`config.mk`:
```
export PLATFORM = sky130hd
export DESIGN_NAME = uart_tx
export DESIGN_NICKNAME = d
export VERILOG_FILES = /design/src/rtl/uart_pkg.sv /design/src/rtl/uart_bit_timer.sv /design/src/rtl/uart_tx.sv
export SDC_FILE = /design/constraint.sdc
export NUM_CORES = 1
export LEC_CHECK = 0
export ABC_CLOCK_PERIOD_IN_PS = 2200
export CAP_MARGIN = 25
export CORE_MARGIN = 4
export CORE_UTILIZATION = 40
export DETAILED_ROUTE_END_ITERATION = 10
export GPL_TIMING_DRIVEN = 0
export HOLD_SLACK_MARGIN = 0.03
export MAX_ROUTING_LAYER = met4
export PLACE_DENSITY = 0.62
export SYNTH_ARGS = -nofsm -noshare
export SYNTH_HDL_FRONTEND = slang
export SYNTH_SLANG_ARGS = --single-unit
```
`constraint.sdc`:
```
create_clock -name x16_BAUD -period 2.2 [get_ports x16_BAUD]
set_input_delay 0.44 -clock x16_BAUD [delete_from_list [all_inputs] [get_ports x16_BAUD]]
set_output_delay 0.44 -clock x16_BAUD [all_outputs]
set_load 0.02 [all_outputs]
```
`src/rtl/uart_pkg.sv`:
```
// Shared UART definitions for the transmitter and receiver: FSM states,
// default frame geometry and line levels.
package uart_pkg;

   typedef enum logic [2:0] {
      ST_IDLE   = 3'd0,
      ST_START  = 3'd1,
      ST_DATA   = 3'd2,
      ST_PARITY = 3'd3,
      ST_STOP   = 3'd4
   } uart_state_e;

   localparam int   LP_OVERSAMPLE = 16;
   localparam int   LP_DATA_BITS  = 8;

   localparam logic LINE_IDLE  = 1'b1;
   localparam logic LINE_START = 1'b0;

endpackage

```
`src/rtl/uart_bit_timer.sv`:
```
// Oversampling tick counter shared by the UART transmitter and receiver.
// Counts 0..P_OVERSAMPLE-1 while not cleared; bit_end marks the last tick.
module uart_bit_timer
   import uart_pkg::*;
#(
   parameter  int P_OVERSAMPLE = LP_OVERSAMPLE,
   localparam int LP_TICK_W    = $clog2(P_OVERSAMPLE)
) (
   input  logic                 clk,
   input  logic                 rst,
   input  logic                 clear,
   output logic [LP_TICK_W-1:0] tick_next,
   output logic                 bit_end
);

   localparam logic [LP_TICK_W-1:0] LP_TICK_LAST = LP_TICK_W'(P_OVERSAMPLE - 1);

   logic [LP_TICK_W-1:0] tick_q;
   logic [LP_TICK_W-1:0] tick_d;

   // Next tick: wrap at the end of a bit, hold at zero while cleared.
   always_comb begin
      tick_d = tick_q;
      if (clear) begin
         tick_d = {LP_TICK_W{1'b0}};
      end else if (tick_q == LP_TICK_LAST) begin
         tick_d = {LP_TICK_W{1'b0}};
      end else begin
         tick_d = tick_q + LP_TICK_W'(1);
      end
   end

   // Tick register.
   always_ff @(posedge clk or posedge rst) begin
      if (rst) begin
         tick_q <= {LP_TICK_W{1'b0}};
      end else begin
         tick_q <= tick_d;
      end
   end

   assign tick_next = tick_d;
   assign bit_end   = (tick_q == LP_TICK_LAST);

endmodule

```
`src/rtl/uart_tx.sv`:
```
// UART transmitter: start bit, LSB-first data, optional parity, stop bit(s).
// Optional parity bit enabled with macro UART_TX_PARITY_EN.
module uart_tx
   import uart_pkg::*;
#(
   parameter int P_OVERSAMPLE = LP_OVERSAMPLE,
   parameter int P_DATA_BITS  = LP_DATA_BITS,
   parameter int P_STOP_BITS  = 1,
   parameter bit P_ODD_PARITY = 1'b0
) (
   input  logic                   x16_BAUD,
   input  logic                   reset,
   input  logic [P_DATA_BITS-1:0] Di,
   input  logic                   valid,
   output logic                   ready,
   output logic                   serial_out,
   output logic                   done
);

   localparam int LP_TICK_W = $clog2(P_OVERSAMPLE);
   localparam int LP_BIT_W  = $clog2(P_DATA_BITS);

   localparam logic [LP_TICK_W-1:0] LP_TICK_LAST = LP_TICK_W'(P_OVERSAMPLE - 1);
   localparam logic [LP_BIT_W-1:0]  LP_BIT_LAST  = LP_BIT_W'(P_DATA_BITS - 1);
   localparam logic [1:0]           LP_STOP_LAST = 2'(P_STOP_BITS - 1);

`ifdef UART_TX_PARITY_EN
   localparam uart_state_e LP_AFTER_DATA = ST_PARITY;
`else
   localparam uart_state_e LP_AFTER_DATA = ST_STOP;
`endif

   function automatic logic parity_bit(input logic [P_DATA_BITS-1:0] data, input logic odd);
      return (^data) ^ odd;
   endfunction

   uart_state_e            state_q, state_d;
   logic [P_DATA_BITS-1:0] shift_q, shift_d;
   logic [P_DATA_BITS-1:0] data_q, data_d;
   logic [LP_BIT_W-1:0]    bit_cnt_q, bit_cnt_d;
   logic [1:0]             stop_cnt_q, stop_cnt_d;
   logic                   serial_out_q, serial_out_d;
   logic                   ready_q, ready_d;
   logic                   done_q, done_d;

   logic [LP_TICK_W-1:0]   tick_next_s;
   logic                   bit_end_s;
   logic                   tick_clr_s;
   logic                   accept_s;

   assign accept_s   = valid && ready_q;
   assign tick_clr_s = (state_q == ST_IDLE);

   uart_bit_timer #(
      .P_OVERSAMPLE (P_OVERSAMPLE)
   ) u_bit_timer (
      .clk       (x16_BAUD),
      .rst       (reset),
      .clear     (tick_clr_s),
      .tick_next (tick_next_s),
      .bit_end   (bit_end_s)
   );

   // State register.
   always_ff @(posedge x16_BAUD or posedge reset) begin
      if (reset) begin
         state_q <= ST_IDLE;
      end else begin
         state_q <= state_d;
      end
   end

   // Next-state logic; an accept on the final stop clock re-enters START directly.
   always_comb begin
      state_d = state_q;
      case (state_q)
         ST_IDLE: begin
            if (accept_s) state_d = ST_START;
            else          state_d = ST_IDLE;
         end
         ST_START: begin
            if (bit_end_s) state_d = ST_DATA;
            else           state_d = ST_START;
         end
         ST_DATA: begin
            if (bit_end_s && (bit_cnt_q == LP_BIT_LAST)) state_d = LP_AFTER_DATA;
            else                                         state_d = ST_DATA;
         end
         ST_PARITY: begin
            if (bit_end_s) state_d = ST_STOP;
            else           state_d = ST_PARITY;
         end
         ST_STOP: begin
            if (bit_end_s && (stop_cnt_q == LP_STOP_LAST)) begin
               if (accept_s) state_d = ST_START;
               else          state_d = ST_IDLE;
            end else begin
               state_d = ST_STOP;
            end
         end
         default: state_d = ST_IDLE;
      endcase
   end

   // Shift register, latched byte and bit/stop counters.
   always_comb begin
      shift_d    = shift_q;
      data_d     = data_q;
      bit_cnt_d  = bit_cnt_q;
      stop_cnt_d = stop_cnt_q;
      if (accept_s) begin
         shift_d    = Di;
         data_d     = Di;
         bit_cnt_d  = {LP_BIT_W{1'b0}};
         stop_cnt_d = 2'd0;
      end else begin
         case (state_q)
            ST_DATA: begin
               if (bit_end_s) begin
                  shift_d = {1'b0, shift_q[P_DATA_BITS-1:1]};
                  if (bit_cnt_q == LP_BIT_LAST) bit_cnt_d = {LP_BIT_W{1'b0}};
                  else                          bit_cnt_d = bit_cnt_q + LP_BIT_W'(1);
               end else begin
                  shift_d = shift_q;
               end
            end
            ST_STOP: begin
               if (bit_end_s) begin
                  if (stop_cnt_q == LP_STOP_LAST) stop_cnt_d = 2'd0;
                  else                            stop_cnt_d = stop_cnt_q + 2'd1;
               end else begin
                  stop_cnt_d = stop_cnt_q;
               end
            end
            default: begin
               shift_d = shift_q;
            end
         endcase
      end
   end

   // Outputs are computed from next-cycle state so they can be registered.
   always_comb begin
      done_d  = (state_d == ST_STOP) && (tick_next_s == LP_TICK_LAST) &&
                (stop_cnt_d == LP_STOP_LAST);
      ready_d = (state_d == ST_IDLE) || done_d;
      case (state_d)
         ST_START:  serial_out_d = LINE_START;
         ST_DATA:   serial_out_d = shift_d[0];
         ST_PARITY: serial_out_d = parity_bit(data_q, P_ODD_PARITY);
         ST_STOP:   serial_out_d = LINE_IDLE;
         ST_IDLE:   serial_out_d = LINE_IDLE;
         default:   serial_out_d = LINE_IDLE;
      endcase
   end

   // Datapath and output registers.
   always_ff @(posedge x16_BAUD or posedge reset) begin
      if (reset) begin
         shift_q      <= {P_DATA_BITS{1'b0}};
         data_q       <= {P_DATA_BITS{1'b0}};
         bit_cnt_q    <= {LP_BIT_W{1'b0}};
         stop_cnt_q   <= 2'd0;
         serial_out_q <= LINE_IDLE;
         ready_q      <= 1'b1;
         done_q       <= 1'b0;
      end else begin
         shift_q      <= shift_d;
         data_q       <= data_d;
         bit_cnt_q    <= bit_cnt_d;
         stop_cnt_q   <= stop_cnt_d;
         serial_out_q <= serial_out_d;
         ready_q      <= ready_d;
         done_q       <= done_d;
      end
   end

   assign serial_out = serial_out_q;
   assign ready      = ready_q;
   assign done       = done_q;

endmodule

```
Word level (Yosys, flattened, before mapping)
Index checks and enable logic that the tools add are counted.
Word-level totals
  register bits: 31
  bits of input ports: 11
  output and inout port bits: 3
  logic and storage cells: 58
Operators by class
  add/sub/neg operators: 3
  eq/ne operators: 11
  mux-type cells: 20
  reduce and logical (&&, ||, !) cells: 14
Operators with widths (number)
  two-way mux 8 bit: 3
  two-way mux 3 bit: 7
  one-hot mux 3 bit (5 select lines): 1
  equality test 3 x 2 -> 1 bit (second input constant): 4
  two-way mux 2 bit: 5
  equality test 3 bit (second input constant): 3
  equality test 4 bit (second input constant): 2
  two-way mux 4 bit: 2
  XOR reduction 8 bit: 1
  equality test 3 x 1 -> 1 bit (second input constant): 2
  logical NOT 3 bit: 2
  logical AND 1 bit: 5
  adder 4 x 1 -> 4 bit (second input constant): 1
  logical NOT 2 bit: 2
  nonzero test 2 bit: 2
  adder 3 x 1 -> 3 bit (second input constant): 1
  one-hot mux 1 bit (3 select lines): 1
  adder 2 x 1 -> 2 bit (second input constant): 1
  AND reduction 2 bit: 1
  logical OR 1 bit: 1
  two-way mux 1 bit: 1

Longest topological paths before layout
Gate-level depths: netlist of run 1.
  depth after elaboration: 8
  gate-level depth with buffers: 7
  depth with buffers taken out: 6

Hierarchy
Synthesis of run 1 repeated with hierarchy kept, for this count alone.
Unflattened totals
  cell total of the unflattened synthesis: 146
  area, all modules: 1482.7 um2
By module, submodules not included
  uart_tx: instances 1, cells an instance 130, area each 1300.0 um2
  uart_bit_timer: instances 1, cells an instance 16, area each 182.7 um2

Least setup slack after synthesis of run 1
No wires, ideal clock.
  path type: flip-flop to flip-flop
  start: reg bit_cnt_q[0]
  end: reg ready_q, in the netlist ready
  library setup time: 0.096 ns
  arrival time: 1.576 ns
  required time: 2.104 ns
  slack: 0.527 ns
  stages on the path, launching flop included: 7
  buffers on the path: 0
  period minus slack after synthesis: 1.673 ns
  cells stage by stage: dfrtp_1 > ha_1 > ha_1 > or2_2 > a32oi_2 > a31oi_1 > nor4_1
On the way
  cells in the longest elaborated chain, start to end: 8
  elaborated cells on any way between the ends: 9
RTL lines
  start, declared: line uart_tx.sv:40  | logic [LP_BIT_W-1:0] bit_cnt_q, bit_cnt_d;
  start signal, assigned: line uart_tx.sv:162  | bit_cnt_q <= {LP_BIT_W{1'b0}};
  start signal, assigned: line uart_tx.sv:170  | bit_cnt_q <= bit_cnt_d;
  equality test 3 bit (*): line uart_tx.sv:86  | if (bit_end_s && (bit_cnt_q == LP_BIT_LAST)) state_d = LP_AFTER_DATA;
  logical AND 1 bit (*): line uart_tx.sv:86
  two-way mux 3 bit (*): line uart_tx.sv:86
  one-hot mux 3 bit (5 select lines) (*): line uart_tx.sv:76  | case (state_q)
  equality test 3 bit: line uart_tx.sv:144  | done_d = (state_d == ST_STOP) && (tick_next_s == LP_TICK_LAST) &&
  logical AND 1 bit (2 in a row): line uart_tx.sv:144
  logical OR 1 bit (*): line uart_tx.sv:146  | ready_d = (state_d == ST_IDLE) || done_d;
  via ready_d: line uart_tx.sv:43  | logic ready_q, ready_d;
  end signal, assigned: line uart_tx.sv:173  | ready_q <= ready_d;
  end, declared: line uart_tx.sv:43
The timed path passes the listed nets; every way through them passes the cells marked *.
A chain may end at the register's enable or synchronous reset.

Worst setup path after layout of run 1
Ends and elaborated chain as after synthesis.

==> metrics.txt, run 1 <==
status finished clean; Setup TNS Final 0 ns; reg2reg end ready; asr flop ratio synth 100%; crit path time final 1.96 ns; CTS root buffer clkbuf_8; FF-to-FF path depth 6; Crit path required time 2.36 ns; Yosys cell types 41; vias per cell 5.16; DRC 0; Bufs and invs on worst path 0; # clock sinks 31; Register-to-Register Setup Slack 0.24 ns; P_leak 0.000838 µW; clk_skew 0.00182 ns; Post-Synthesis Cells 149; PortBufs 13; gpl congestion 0.801; CP dominant cell by count ha_1; area grow syn2layout 19.6%; total number of H-tree levels 2; Hold Vio Cnt, Final 0; Setup crit end kind flip-flop; width of the chip 69.6 µm; Pre-Repair DR Iteration Count 4; #FFs+latches synth 31; WL per Instance 13.7 µm; fill count 361; syn_nets 165; all-layer global routing usage 14.3%; num ports 14; slowest stage delay, CP 0.39 ns; Hold WC Path Type in -> async; Critical Path Source Type flip-flop; Via Count 1129; # nets final 186; RSZ-0062 raised after global routing false; Cell Rows 22; post-DP HPWL 2260 µm; drt total wl 2990 µm; initial core utilization 41.4%; Clock Tree Buf Depth 2; Worst path slowest cell dfrtp_1; Setup Buffers After CTS 0; CP startpoint bit_cnt_q[0]; Die Ht 69.6 µm; first-pass GRT wire length 5370 µm; Seq/Total Area, Yosys 51.3%; Final Max Tran Viols 0; 1st-iter DRT viols 125; CTS buffer count 5; Achievable Freq 0.511 GHz; Levels on crit path 6; Synth top area share 47.9%; Synth area leaders dfrtp_1, nand2_1, mux2i_1; CP max FO 4; Core Area 3660 µm²; CP cell instances ha_1, ha_1, or2_2, a32oi_2, a31oi_1, nor4_1; Worst Path Class, Setup reg -> reg; Slew HR 64.7%; total grt overflow 0; initial antenna violation count 0; vias in the first global route 1182; PwrDens 1160 nW/µm²; Commonest cells post-synth nand2_1, dfrtp_1, mux2i_1, o21ai_0, xnor2_1; Top delay family on crit path simple AND/OR/NAND/NOR gates; Yosys top cell by area dfrtp_1; CTS Hold Bufs 0; post-synthesis instance area 1520 µm²; PostCTS Resize Cnt 0; post-route ant nets 0; most numerous cell in the Yosys netlist nand2_1; Skew-Pair Late Insertion Delay 0.27 ns; Placement Setup Slack 0.0541 ns; largest net degree at the start of global routing 22; die area 4840 µm²; Synth Area per Inst 10.2 µm²; predominant post-synthesis flop cell dfrtp_1; max-cap violations 0; R2R Path Start bit_cnt_q[0]; Final setup viols 0; CTS clk-pin slew, worst paths 0.06 ns; period utilisation layout 88.9%; Max VDD drop 0.000525 V; layout cells sized above 1 10.5%; Worst-Margin Slew 0.529 ns; min setup slack post-route 0.244 ns; TritonCTS clock tree yes; synth warn 0; Arr. time, crit path 2.11 ns; Inserted Diodes 0; CP endpoint ready; Post-synth EDFFs 0
## cells in the final DEF (no fill, tap or decap), types with 2 or more instances in the layout
cell type | Yosys | layout
a211oi_1 | 2 | 2
a21oi_1 | 3 | 3
buf_2 | 3 | 3
clkbuf_1 | 3 | 6
clkbuf_8 | 0 | 5
clkdlybuf4s50_1 | 0 | 13
dfrtp_1 | 29 | 29
dfstp_2 | 2 | 2
ha_1 | 5 | 5
inv_1 | 4 | 4
mux2i_1 | 7 | 7
nand2_1 | 32 | 32
nand3_1 | 4 | 4
nand4_1 | 3 | 3
nor2_1 | 5 | 5
nor2b_1 | 2 | 2
nor3_1 | 4 | 4
nor3b_1 | 2 | 2
nor4_1 | 2 | 2
o21ai_0 | 7 | 7
xnor2_1 | 7 | 7
xor2_1 | 2 | 2
## flip-flops by register name, indices dropped and copies added (netlist names)
name	cells
stop_cnt_q	2
done	1
state_q	3
shift_q	8
u_bit_timer.tick_q	4
bit_cnt_q	3
serial_out	1
ready	1
data_q	8
## how the worst min path moves through the flow
stage | from | end | slack (ns) | cells after the start
after global placement | data_q[0] | data_q[0] | 0.48 | 2
after global routing | data_q[5] | data_q[5] | 0.52 | 2
final | reset | bit_cnt_q[0] | 0.50 | 2
after CTS | data_q[5] | data_q[5] | 0.50 | 2
after detailed placement | data_q[5] | data_q[5] | 0.49 | 2
after floorplan | data_q[1] | data_q[1] | 0.47 | 2
## per-stage QoR
stage / total power (µW) / hold WS [ns] / std cells / instance area (µm²) / utilization (%)
after floorplan: 1500 / 0.465 / 149 / 1520 / -
after global placement: 1660 / 0.482 / 210 / 1710 / 46.6
after detailed placement: 1690 / 0.487 / 211 / 1730 / 47.4
after CTS: 2120 / 0.504 / 219 / 1810 / 49.6
after global routing: 2270 / 0.519 / 219 / 1810 / 49.6
final: 2100 / 0.501 / 219 / 1810 / 49.6
## routing by layer
metal	GRT usage, %	vias up	wire, µm
met3	4.35	4	95
met1	17.5	539	1400
met4	3.25	0	30
met2	23.2	22	1470
met5	-	-	0
li1	-	564	-
## area by class of cell
cell class	instances	area (µm²)	share of cell area, %
inverter	4	15.0	0.828
multi-input combinational	106	684	37.7
timing repair buffer	14	158	8.69
tap	48	60.1	3.31
sequential	31	778	42.9
clock buffer	8	80.1	4.41
buffer	8	38.8	2.14
## power breakdown
part | internal [µW] | switching [µW] | leakage, µW
combinational | 366 | 391 | 0.000409
sequential | 789 | 133 | 0.000390
clock | 224 | 198 | 0.0000395
## kinds of logic after synthesis
| family | synth area share (%) |
|---|---|
| xor+xnor | 5.20 |
| buf+inv | 3.55 |
| simple gates | 20.5 |
| fa+ha+maj | 4.13 |
| compound gates | 10.6 |
| mux | 4.62 |
| flops | 51.3 |
Power figures use the tool's default switching activity.
==> run 2, diff against run 1 <==
--- a/config.mk
+++ b/config.mk
@@ -11,7 +11,7 @@
 export CORE_UTILIZATION = 40
 export DETAILED_ROUTE_END_ITERATION = 10
 export GPL_TIMING_DRIVEN = 0
-export HOLD_SLACK_MARGIN = 0.03
+export HOLD_SLACK_MARGIN = 0.05
 export MAX_ROUTING_LAYER = met4
 export PLACE_DENSITY = 0.62
 export SYNTH_ARGS = -nofsm -noshare
==> results of run 2 <==
Final layout, timing and power as in run 1 (identical DEF).
